### src/rtl/fp_normalize_pipe_pkg.sv
// Shared widths and helpers for the pipelined FP normalize block.
package fp_normalize_pipe_pkg;

   localparam int WEXP_DEF = 8;
   localparam int WSIG_DEF = 23;

   function automatic int sum_width(input int wsig);
      return wsig + 3;
   endfunction

   function automatic int clog2(input int v);
      int r;
      r = 0;
      while ((1 << r) < v) r++;
      return r;
   endfunction

endpackage

### src/rtl/fp_normalize_pipe_lzc.sv
// Leading-zero counter; an all-zero input reports W-1.
module fp_lzc #(
   parameter int W  = 26,
   parameter int SH = 5
) (
   input  logic [W-1:0]  din,
   output logic [SH-1:0] lz
);

   // Highest set bit is seen last, so it decides the count.
   always_comb begin
      lz = SH'(W - 1);
      for (int i = 0; i < W; i++) begin
         if (din[i]) lz = SH'(W - 1 - i);
      end
   end

endmodule

### src/rtl/fp_normalize_pipe.sv
// Two-stage normalize between significand adder and rounder.
// Stage A counts leading zeros, stage B shifts and forms the flags.
module fp_normalize_pipe
   import fp_normalize_pipe_pkg::*;
#(
   parameter int  WEXP = WEXP_DEF,
   parameter int  WSIG = WSIG_DEF,
   localparam int SW   = sum_width(WSIG),
   localparam int SH   = clog2(SW)
) (
   input  logic            clk,
   input  logic            reset,
   input  logic            in_valid,
   output logic            in_ready,
   input  logic [SW-1:0]   in_sum,
   input  logic [WEXP-1:0] in_bigexp,
   input  logic            in_presticky,
   input  logic            in_guard,
   input  logic            in_effop,
   input  logic            in_undertrap,
   input  logic            in_ftz,
   output logic            out_valid,
   input  logic            out_ready,
   output logic [WSIG-1:0] out_normsum,
   output logic [SH-1:0]   out_shift,
   output logic [WEXP:0]   out_overexp,
   output logic            out_round,
   output logic            out_sticky,
   output logic            out_zero,
   output logic            out_denorm,
   output logic            out_inex
);

   localparam int WE1 = WEXP + 1;
   localparam int SAW = (WEXP > SH) ? WEXP : SH;

   typedef struct packed {
      logic [SW-1:0]   sum;
      logic [WEXP-1:0] bigexp;
      logic [WEXP:0]   overexp;
      logic [SH-1:0]   lz;
      logic            presticky;
      logic            guard;
      logic            effop;
      logic            undertrap;
      logic            ftz;
   } stage_a_t;

   stage_a_t        a_d, a_q;
   logic            va;
   logic            rdya, rdyb;
   logic [SH-1:0]   lz;

   assign rdyb     = ~out_valid | out_ready;
   assign rdya     = ~va | rdyb;
   assign in_ready = rdya;

   fp_lzc #(.W(SW), .SH(SH)) u_lzc (
      .din (in_sum),
      .lz  (lz)
   );

   always_comb begin
      a_d.sum       = in_sum;
      a_d.bigexp    = in_bigexp;
      a_d.overexp   = {1'b0, in_bigexp} - WE1'(lz);
      a_d.lz        = lz;
      a_d.presticky = in_presticky;
      a_d.guard     = in_guard;
      a_d.effop     = in_effop;
      a_d.undertrap = in_undertrap;
      a_d.ftz       = in_ftz;
   end

   always_ff @(posedge clk) begin
      if (reset) begin
         va  <= 1'b0;
         a_q <= '0;
      end else if (in_valid && rdya) begin
         va  <= 1'b1;
         a_q <= a_d;
      end else if (rdyb) begin
         va  <= 1'b0;
      end
   end

   logic            uf, two;
   logic [SAW-1:0]  shamt;
   logic [SW-1:0]   shifted;
   logic [WSIG-1:0] nsum;
   logic            rnd, stk, zro, dnm, inx;

   always_comb begin
      uf      = a_q.overexp[WEXP];
      // Underflow without trap stops at the denormal boundary.
      shamt   = (uf && !a_q.undertrap) ? SAW'(a_q.bigexp)
                                       : SAW'(a_q.lz);
      shifted = a_q.sum << shamt;
      nsum    = shifted[SW-2:2];
      two     = a_q.effop && (a_q.lz == SH'(2));
      if (two) begin
         rnd = a_q.presticky ^ a_q.guard;
         stk = a_q.presticky;
      end else begin
         rnd = ~((a_q.lz >= SH'(2)) & a_q.effop) & shifted[1];
         stk = shifted[0] | a_q.guard | a_q.presticky;
      end
      zro = (shifted == '0);
      dnm = uf & (|nsum);
      inx = rnd | stk;
      if (a_q.ftz && dnm) begin
         nsum = '0;
         zro  = 1'b1;
         dnm  = 1'b0;
         inx  = 1'b1;
      end
   end

   always_ff @(posedge clk) begin
      if (reset) begin
         out_valid   <= 1'b0;
         out_normsum <= '0;
         out_shift   <= '0;
         out_overexp <= '0;
         out_round   <= 1'b0;
         out_sticky  <= 1'b0;
         out_zero    <= 1'b0;
         out_denorm  <= 1'b0;
         out_inex    <= 1'b0;
      end else if (rdyb) begin
         out_valid <= va;
         if (va) begin
            out_normsum <= nsum;
            out_shift   <= a_q.lz;
            out_overexp <= a_q.overexp;
            out_round   <= rnd;
            out_sticky  <= stk;
            out_zero    <= zro;
            out_denorm  <= dnm;
            out_inex    <= inx;
         end
      end
   end

endmodule

### config.mk
export PLATFORM = sky130hd
export DESIGN_NAME = fp_normalize_pipe
export DESIGN_NICKNAME = d
export VERILOG_FILES = /design/src/rtl/fp_normalize_pipe_pkg.sv /design/src/rtl/fp_normalize_pipe_lzc.sv /design/src/rtl/fp_normalize_pipe.sv
export SDC_FILE = /design/constraint.sdc
export NUM_CORES = 1
export LEC_CHECK = 0
export ABC_AREA = 1
export CAP_MARGIN = 5
export CORE_ASPECT_RATIO = 1.1
export CORE_MARGIN = 5
export CORE_UTILIZATION = 43
export CTS_BUF_LIST = sky130_fd_sc_hd__clkbuf_16
export CTS_CLUSTER_SIZE = 8
export DETAILED_ROUTE_END_ITERATION = 10
export PLACE_DENSITY = 0.69
export SETUP_SLACK_MARGIN = 0.4
export SYNTH_ARGS = -nofsm -noshare
export SYNTH_HDL_FRONTEND = slang
export SYNTH_SLANG_ARGS = --single-unit
export TNS_END_PERCENT = 1
### constraint.sdc
create_clock -name clk -period 3.8 [get_ports clk]
set_input_delay 0.57 -clock clk [delete_from_list [all_inputs] [get_ports clk]]
set_output_delay 0.57 -clock clk [all_outputs]
set_load 0.005 [all_outputs]
; ---- After elaboration in Yosys (flattened, before gate mapping)
; Cells that the tools add are included.
[classes]
order_cmp = 1
n_shift = 1
n_reduce_logical = 9
div = 0
n_eq_ne = 1
n_mul = 0
bitwise_logic = 12
addsub = 1
n_mux = 34
[ops]
columns = cell, n
row1 = 5-bit two-way mux, 16
row2 = 4-bit two-way mux, 8
row3 = 26-bit zero test, 1
row4 = 26-bit by 8-bit left shift with 26-bit output, 1
row5 = 23-bit two-way mux, 1
row6 = 23-bit OR reduction, 1
row7 = 8-bit by 5-bit subtractor with 9-bit output, 1
row8 = 1-bit two-way mux, 8
row9 = 8-bit two-way mux, 1
row10 = 5-bit by 2-bit equality test with 1-bit output (second input constant), 1
row11 = 5-bit by 2-bit >= comparator with 1-bit output (second input constant), 1
row12 = 1-bit OR, 5
row13 = 1-bit logical AND, 4
row14 = 1-bit bitwise AND, 3
row15 = 1-bit inverter, 3
row16 = 2-bit AND reduction, 1
row17 = 2-bit nonzero test, 1
row18 = 1-bit zero test, 1
row19 = 1-bit XOR, 1
[word_totals]
output_inout_bits = 44
mem_bits_rw = 0
n_memories = 0
regBits = 97
latchBits = 0
romBits = 0
elab_cells = 78

; ---- Depth between registers and ports, before layout
; Gate-level depths: netlist of run 1.
[depth]
depth_word = 26
ltp_mapped = 38

; ---- By module
; A second synthesis of run 1 with hierarchy kept.
[unflattened]
hier_cells = 922
area_unflattened_um2 = 5848.1
[modules_own_cells]
columns = module, n_inst, seq_area_each_um2, area_per_inst_um2, cells_each
row1 = fp_normalize_pipe, 1, 1941.9, 5526.6, 846
row2 = fp_lzc, 1, 0.0, 321.6, 76

; ---- Least setup slack after synthesis of run 1
; Ideal clock, no wire load.
[synth_timing]
kind = input port to flip-flop
start = in in_sum[2]
end = reg a_q[18] (netlist name)
arrival_time_ns = 2.994
n_path_buf = 0
setup_slack_ns = 0.692
path_stages = 36
cell_sequence = inv_1 nand2_1 nand2_1 nand2_1 nand2_1 nand2_1 nand2_1 nand2_1 nand2_1 nand2_1 nand2_1 nand2_1 nand2_1 nand2_1 nand2_1 nand2_1 nand2_1 nand2_1 nand2_1 nand2_1 nand2_1 nand2_1 nand2_1 nand2_1 nand2_1 inv_1 ha_1 inv_1 fa_1 a31oi_1 nor2_1 nor3_1 nand2_1 nand2_1 inv_1 a2111oi_0
[synth_rtl]
columns = element, line
row1 = "start, declared", fp_normalize_pipe.sv:15  ; input logic [SW-1:0] in_sum,
row2 = "end signal, assigned", fp_normalize_pipe.sv:78  ; a_q <= '0;
row3 = "end signal, assigned", fp_normalize_pipe.sv:81  ; a_q <= a_d;
row4 = "end, declared", fp_normalize_pipe.sv:49  ; stage_a_t a_d, a_q;

==> results of run 1 <==
critical path, delay by kind of cell:
kind                     cells  cell delay (ns)
adder cells (fa/ha/maj)      2             0.52
AND/OR/NAND/NOR             20             1.23
AO/OA/AOI/OAI                2             0.34
buffers and inverters        5             0.71
path summary, 6_finish.rpt:
path,from,endpoint,slack (ns),cells past startpoint
worst max-delay path,in_sum[10],a_q[18],0.69,29
worst min-delay path,a_q[31],a_q[31],0.44,2
worst max register to register,a_q[18],out_normsum[9],0.91,18
worst min register to register,a_q[31],a_q[31],0.44,2
power groups by stage:
| stage | Sequential [W] | Clock (W) | Combinational [W] |
|---|---|---|---|
| global route | 0.00114 | 0.000907 | 0.000781 |
| floorplan | 0.00114 | 0 | 0.000441 |
| CTS | 0.00113 | 0.000864 | 0.000680 |
| detailed placement | 0.00115 | 0 | 0.000672 |
| finish | 0.00113 | 0.000843 | 0.000689 |
| global placement | 0.00115 | 0 | 0.000671 |
synthesized netlist by cell type:
| cell type | number |
|---|---|
| nand2_1 | 216 |
| nor2_1 | 100 |
| dfxtp_1 | 97 |
| o21ai_0 | 91 |
| a21oi_1 | 85 |
| nand3_1 | 82 |
| inv_1 | 73 |
| clkbuf_1 | 31 |
| o21ai_1 | 22 |
| buf_2 | 12 |
| nand4_1 | 8 |
| o211ai_1 | 6 |
| buf_6 | 5 |
| ha_1 | 5 |
| inv_2 | 5 |
| nor3_1 | 3 |
| nor4_1 | 3 |
| o21ai_4 | 3 |
| o31ai_1 | 3 |
| a31oi_1 | 2 |
| buf_1 | 2 |
| nand2_2 | 2 |
| nor2_2 | 2 |
| o21ai_2 | 2 |
| o21bai_1 | 2 |
| xnor2_1 | 2 |
| xor2_1 | 2 |
| a2111oi_0 | 1 |
| a22oi_1 | 1 |
| a311oi_1 | 1 |
| buf_4 | 1 |
| clkinv_1 | 1 |
| fa_1 | 1 |
| nand3_4 | 1 |
| nand3b_1 | 1 |
| nor2_4 | 1 |
| o311ai_0 | 1 |
final cells by class:
class | instances | area (um^2) | area share (%)
clock buffers | 9 | 225 | 3.28
clock inverters | 7 | 45.0 | 0.656
inverters | 79 | 297 | 4.32
multi-input cells | 649 | 3100 | 45.2
flip-flops and latches | 97 | 1940 | 28.3
well taps | 157 | 196 | 2.86
repair buffers | 111 | 1060 | 15.4
per-layer routing:
metal	track usage (%)	up-vias	wire length [um]
met1	25.5	2536	6980
met2	32.5	150	6870
met5	0	-	0
li1	-	3023	-
met4	6.48	0	314
met3	3.65	24	763
state kept, by name, indices dropped and copies added (netlist names):
name         count
out_denorm       1
out_round        1
out_inex         1
out_shift        5
out_zero         1
a_q             53
out_overexp      9
va               1
out_sticky       1
out_valid        1
out_normsum     23
kinds of logic (layout without fill, tap and decap cells):
family                     count (synthesis)  count (layout)  synth area share, %
AOI/OAI and AO/OA                        220             220                 21.4
xor gates and xnor gates                   4               4                0.633
adders and majority gates                  6               6                 1.49
buffers and inverters                    130             206                 9.84
DFF                                       97              97                 35.1
and+or+nand+nor                          419             419                 31.5
stage by stage:
step | instances | setup TNS (ns) | hold WS, ns | util [%]
6_report | 1109 | 0 | 0.443 | 54.5
5_1_grt | 1109 | 0 | 0.467 | 54.5
4_1_cts | 1105 | 0 | 0.447 | 53.9
3_5_place_dp | 1088 | -0.0647 | 0.438 | 51.6
3_3_place_gp | 1088 | -0.0197 | 0.433 | 51.6
2_1_floorplan | 876 | 0 | 0.424 | -
repair_timing:
item	in CTS	in global routing
resized for setup	4	26
endpoints found under the setup margin	2	30
buffers inserted	1	4
pin swaps	1	12
==> impl_metrics.env, run 1 <==
export IMPL_tightest_slew_ns=0.962
export IMPL_yosysWarnings=0
export IMPL_hold_class="reg2reg"
export IMPL_rsz0062_at_grt="yes"
export IMPL_htreeDepth=3
export IMPL_diodes=0
export IMPL_finalHoldViolCount=0
export IMPL_post_dp_hpwl_mm=11.1
export IMPL_finClkSkew_ns=0.00777
export IMPL_die_x_um=118
export IMPL_p_sw_share_pct=32.1
export IMPL_grt_pass1_vias=5159
export IMPL_power_net_switching_w=0.000855
export IMPL_synthesis_area_um2=5530
export IMPL_worstSkewPairLatency_ns=0.35
export IMPL_antenna_left=0
export IMPL_synth_cell_type_count=37
export IMPL_yosysTopAreaCell="dfxtp_1"
export IMPL_vias=5733
export IMPL_clk_pin_slew_ns=0.07
export IMPL_postCtsHoldBufs=0
export IMPL_slowest_delay_ns=0.49
export IMPL_initial_core_util_pct=43.9
export IMPL_gp_congestion=0.917
export IMPL_area_growth_pct=24.1
export IMPL_clock_fmax_ghz=0.321
export IMPL_clockRootBuffer="clkbuf_16"
export IMPL_numCtsBuffers=9
export IMPL_postSynthCellCount=876
export IMPL_drc_errors=0
export IMPL_worstPathArrival_ns=3.37
export IMPL_grt_antenna_before_repair=0
export IMPL_seqPwrFrac_pct=42.4
export IMPL_dr_pass1_iters=5
export IMPL_cpMaxStageDelayCell="clkdlybuf4s50_1"
export IMPL_grt_pass1_wl_mm=24.8
export IMPL_path_common_cell="nand2_1"
export IMPL_synth_top_area_share_pct=35.1
export IMPL_drive_above_1_share_pct=7.56
export IMPL_cts_tree="done"
export IMPL_clock_path_buffers=2
export IMPL_p_leak_nw=2.96
export IMPL_place_area_um2=6490
export IMPL_slew_headroom_pct=35.8
export IMPL_grt_use_total_pct=19.5
export IMPL_dieArea_um2=15200
export IMPL_synth_area_per_cell_um2=6.31
export IMPL_grt_overflow=0
export IMPL_die_h_um=129
export IMPL_ys_ff_latch=97
export IMPL_io_pins=87
export IMPL_maxSlewViolCount=0
export IMPL_grt_max_degree=61
export IMPL_pwr_share_clk_pct=31.7
export IMPL_drv_cap=0
export IMPL_synthTopCellsByArea="dfxtp_1, nand2_1, o21ai_0, a21oi_1, nand3_1"
export IMPL_place_ws_ns=-0.0647
export IMPL_finalCriticalPeriod_ns=3.11
export IMPL_n_fill_cell=1331
export IMPL_wl_per_cell_um=13.5
export IMPL_cts_sinks=97
export IMPL_internal_power_w=0.00181
export IMPL_final_nets=996
export IMPL_ys_seq_area_share_pct=35.1
export IMPL_critPathLaunchType="input pin"
export IMPL_p_comb_share_pct=25.9
export IMPL_cp_max_fo=3
export IMPL_worstPathRequired_ns=4.05
export IMPL_setup_viol=0
export IMPL_path_class="in2reg"
export IMPL_portBuffers=86
export IMPL_stdcell_area_um2=6870
export IMPL_totalWireLength_mm=14.9
export IMPL_layout_commonest_cell="nand2_1"
export IMPL_rows=43
export IMPL_period_share_pct=81.9
export IMPL_power_w=0.00266
export IMPL_detail_route_iter0_violations=341
export IMPL_peakVddDrop_uv=188
export IMPL_syn_nets=925
export IMPL_status="finished, final reports clean"
export IMPL_power_density_nw_per_um2=388
export IMPL_end_kind="flip-flop"
export IMPL_worst_slack_ns=0.686
export IMPL_core_area_um2=12600
export IMPL_final_cell_mix="nand2_1, nor2_1, dfxtp_1"
export IMPL_vias_per_cell=5.17
Power figures use the tool's default switching activity.
==> inputs of run 2 (changes only) <==
==> constraint.sdc (replaced) <==
create_clock -name clk -period 3.11 [get_ports clk]
set_input_delay 0.4665 -clock clk [delete_from_list [all_inputs] [get_ports clk]]
set_output_delay 0.4665 -clock clk [all_outputs]
set_load 0.005 [all_outputs]
==> run 2 against run 1 <==
- die area unchanged
- sequential share of layout area down 2.3 points
- utilization increased by 4.7 points
- global-route usage grew 1.7 points
- worst setup slack worse by 0.56 ns
- via count grew 4.9%
- critical endpoint unchanged
==> impl_metrics.env, run 2 (synthesis results as in run 1) <==
export IMPL_grt_antenna_before_repair=0
export IMPL_clock_fmax_ghz=0.336
export IMPL_slew_headroom_pct=52.2
export IMPL_vias=6016
export IMPL_p_leak_nw=3.24
export IMPL_grtUsageMet3_pct=3.74
export IMPL_grt_max_degree=67
export IMPL_cpMaxStageDelayCell="fa_2"
export IMPL_area_growth_pct=34.8
export IMPL_totalWireLength_mm=16.1
export IMPL_tightest_slew_ns=0.717
export IMPL_power_density_nw_per_um2=458
export IMPL_critPathLaunchType="input pin"
export IMPL_clk_pin_slew_ns=0.06
export IMPL_final_cell_mix="nand2_1, nor2_1, dfxtp_1"
export IMPL_r2r_start="a_q[1]"
export IMPL_use_met1_pct=27.1
export IMPL_finalCriticalPeriod_ns=2.98
export IMPL_drive_above_1_share_pct=16.9
export IMPL_worstSkewPairLatency_ns=0.35
export IMPL_finalHoldViolCount=0
export IMPL_grt_overflow=0
export IMPL_stdcell_area_um2=7460
export IMPL_r2r_end="out_normsum[10]"
export IMPL_grt_use_total_pct=21.2
export IMPL_postCtsHoldBufs=0
export IMPL_setup_viol=0
export IMPL_vias_per_cell=5.16
export IMPL_gr_usage_met2_pct=36.0
export IMPL_holdPathStages=2
export IMPL_layout_commonest_cell="nand2_1"
export IMPL_place_area_um2=6700
export IMPL_grt_pass1_vias=5622
export IMPL_grt_busiest_layer="met2"
export IMPL_cts_sinks=97
export IMPL_worst_slack_ns=0.130
export IMPL_portBuffers=86
export IMPL_numCtsBuffers=9
export IMPL_path_class="in2reg"
export IMPL_rows=43
export IMPL_top_register="a_q"
export IMPL_gp_congestion=0.899
export IMPL_rr_worst_depth=17
export IMPL_p_comb_share_pct=27.4
export IMPL_drv_cap=0
export IMPL_hold_class="reg2reg"
export IMPL_dieArea_um2=15200
export IMPL_grt_pass1_wl_mm=26.7
export IMPL_detail_route_iter0_violations=477
export IMPL_wl_per_cell_um=13.8
export IMPL_seqPwrFrac_pct=40.4
export IMPL_slowest_delay_ns=0.35
export IMPL_post_dp_hpwl_mm=11.0
export IMPL_clockRootBuffer="clkbuf_16"
export IMPL_internal_power_w=0.00234
export IMPL_path_common_cell="nand2_1"
export IMPL_die_x_um=118
export IMPL_worstPathArrival_ns=3.23
export IMPL_peakVddDrop_uv=315
export IMPL_core_area_um2=12600
export IMPL_die_h_um=129
export IMPL_antenna_left=0
export IMPL_clock_path_buffers=2
export IMPL_end_kind="flip-flop"
export IMPL_period_share_pct=95.8
export IMPL_place_ws_ns=-0.653
export IMPL_finClkSkew_ns=0.00791
export IMPL_largest_reg_flops=53
export IMPL_initial_core_util_pct=43.9
export IMPL_rrSetupSlack_ns=0.33
export IMPL_worst_hold_path_endpoint="a_q[33]"
export IMPL_worstPathRequired_ns=3.36
export IMPL_cts_tree="done"
export IMPL_pwr_share_clk_pct=32.2
export IMPL_drc_errors=0
export IMPL_maxSlewViolCount=0
export IMPL_final_nets=1055
export IMPL_io_pins=87
export IMPL_htreeDepth=3
export IMPL_dr_pass1_iters=5
export IMPL_status="finished, final reports clean"
export IMPL_p_sw_share_pct=31.4
export IMPL_hp_start="a_q[33]"
export IMPL_diodes=0
export IMPL_power_net_switching_w=0.00107
export IMPL_cp_max_fo=2
export IMPL_largest_registers="a_q: 53 flops, out_normsum: 23 flops, out_overexp: 9 flops"
export IMPL_rsz0062_at_grt="yes"
-- run 2: cell types whose count changed in the layout (fill, tap and decap cells not counted), sizes merged --
| cell | change |
|---|---|
| dlygate4sd2 | +3 |
| dlymetal6s2s | -7 |
| clkdlybuf4s50 | -1 |
| buf | +64 |
| bufinv | +1 |
| clkbuf | -1 |
| clkdlybuf4s15 | +1 |
| clkinv | -2 |
-- run 2: layer usage --
metal	vias to the layer above	share of wire (%)	wire, um
met1	2711	45	7310
met2	144	48	7730
met5	-	0	0
li1	3133	-	-
met4	0	2.2	357
met3	28	4.5	729
-- run 2: what timing repair did --
| item | 4_1_cts | 5_1_grt |
|---|---|---|
| pin swaps | 14 | 46 |
| resized for setup | 41 | 59 |
| setup buffers | 41 | 1 |
| hold endpoints to repair | 0 | 0 |
| endpoints found under the setup margin | 31 | 36 |
-- run 2: critical path, delay by kind of cell --
kind | cells | cell delay (ns)
AO/OA/AOI/OAI | 2 | 0.37
AND/OR/NAND/NOR | 28 | 1.65
buffers and inverters | 4 | 0.25
adder cells (fa/ha/maj) | 2 | 0.47
-- run 2: how the worst max path moves through the flow --
stage | startpoint | end | cells past startpoint | slack (ns)
2_1_floorplan | in_sum[2] | a_q[18] | 36 | 0.11
3_3_place_gp | in_sum[2] | a_q[18] | 37 | -0.61
3_5_place_dp | in_sum[2] | a_q[18] | 37 | -0.65
4_1_cts | in_sum[2] | a_q[16] | 39 | 0.21
5_1_grt | in_sum[1] | a_q[16] | 38 | -0.15
6_report | in_sum[1] | a_q[18] | 36 | 0.13
-- run 2: power by group through the flow --
stage | combinational (W) | clock, W | sequential, W
final | 0.000935 | 0.00110 | 0.00138
after global routing | 0.00105 | 0.00118 | 0.00139
after CTS | 0.000894 | 0.00112 | 0.00138
after detailed placement | 0.000850 | 0 | 0.00141
after global placement | 0.000847 | 0 | 0.00140
after floorplan | 0.000543 | 0 | 0.00140
-- run 2: area by class of cell --
class,instances,area (um^2)
fill,1264,5130
sequential,97,1940
tap,157,196
multi-input combinational,649,3210
clock inverter,6,61.3
inverter,79,302
timing repair buffer,170,1520
clock buffer,9,225
-- run 2: stage by stage --
stage / setup TNS (ns) / utilization [%] / hold slack (ns) / std cells / power, W
2_1_floorplan: 0 / - / 0.424 / 876 / 0.00194
3_3_place_gp: -2.09 / 53.2 / 0.434 / 1110 / 0.00225
3_5_place_dp: -2.27 / 53.2 / 0.440 / 1110 / 0.00226
4_1_cts: 0 / 58.1 / 0.450 / 1166 / 0.00340
5_1_grt: -0.343 / 59.2 / 0.469 / 1167 / 0.00361
6_report: 0 / 59.2 / 0.447 / 1167 / 0.00341
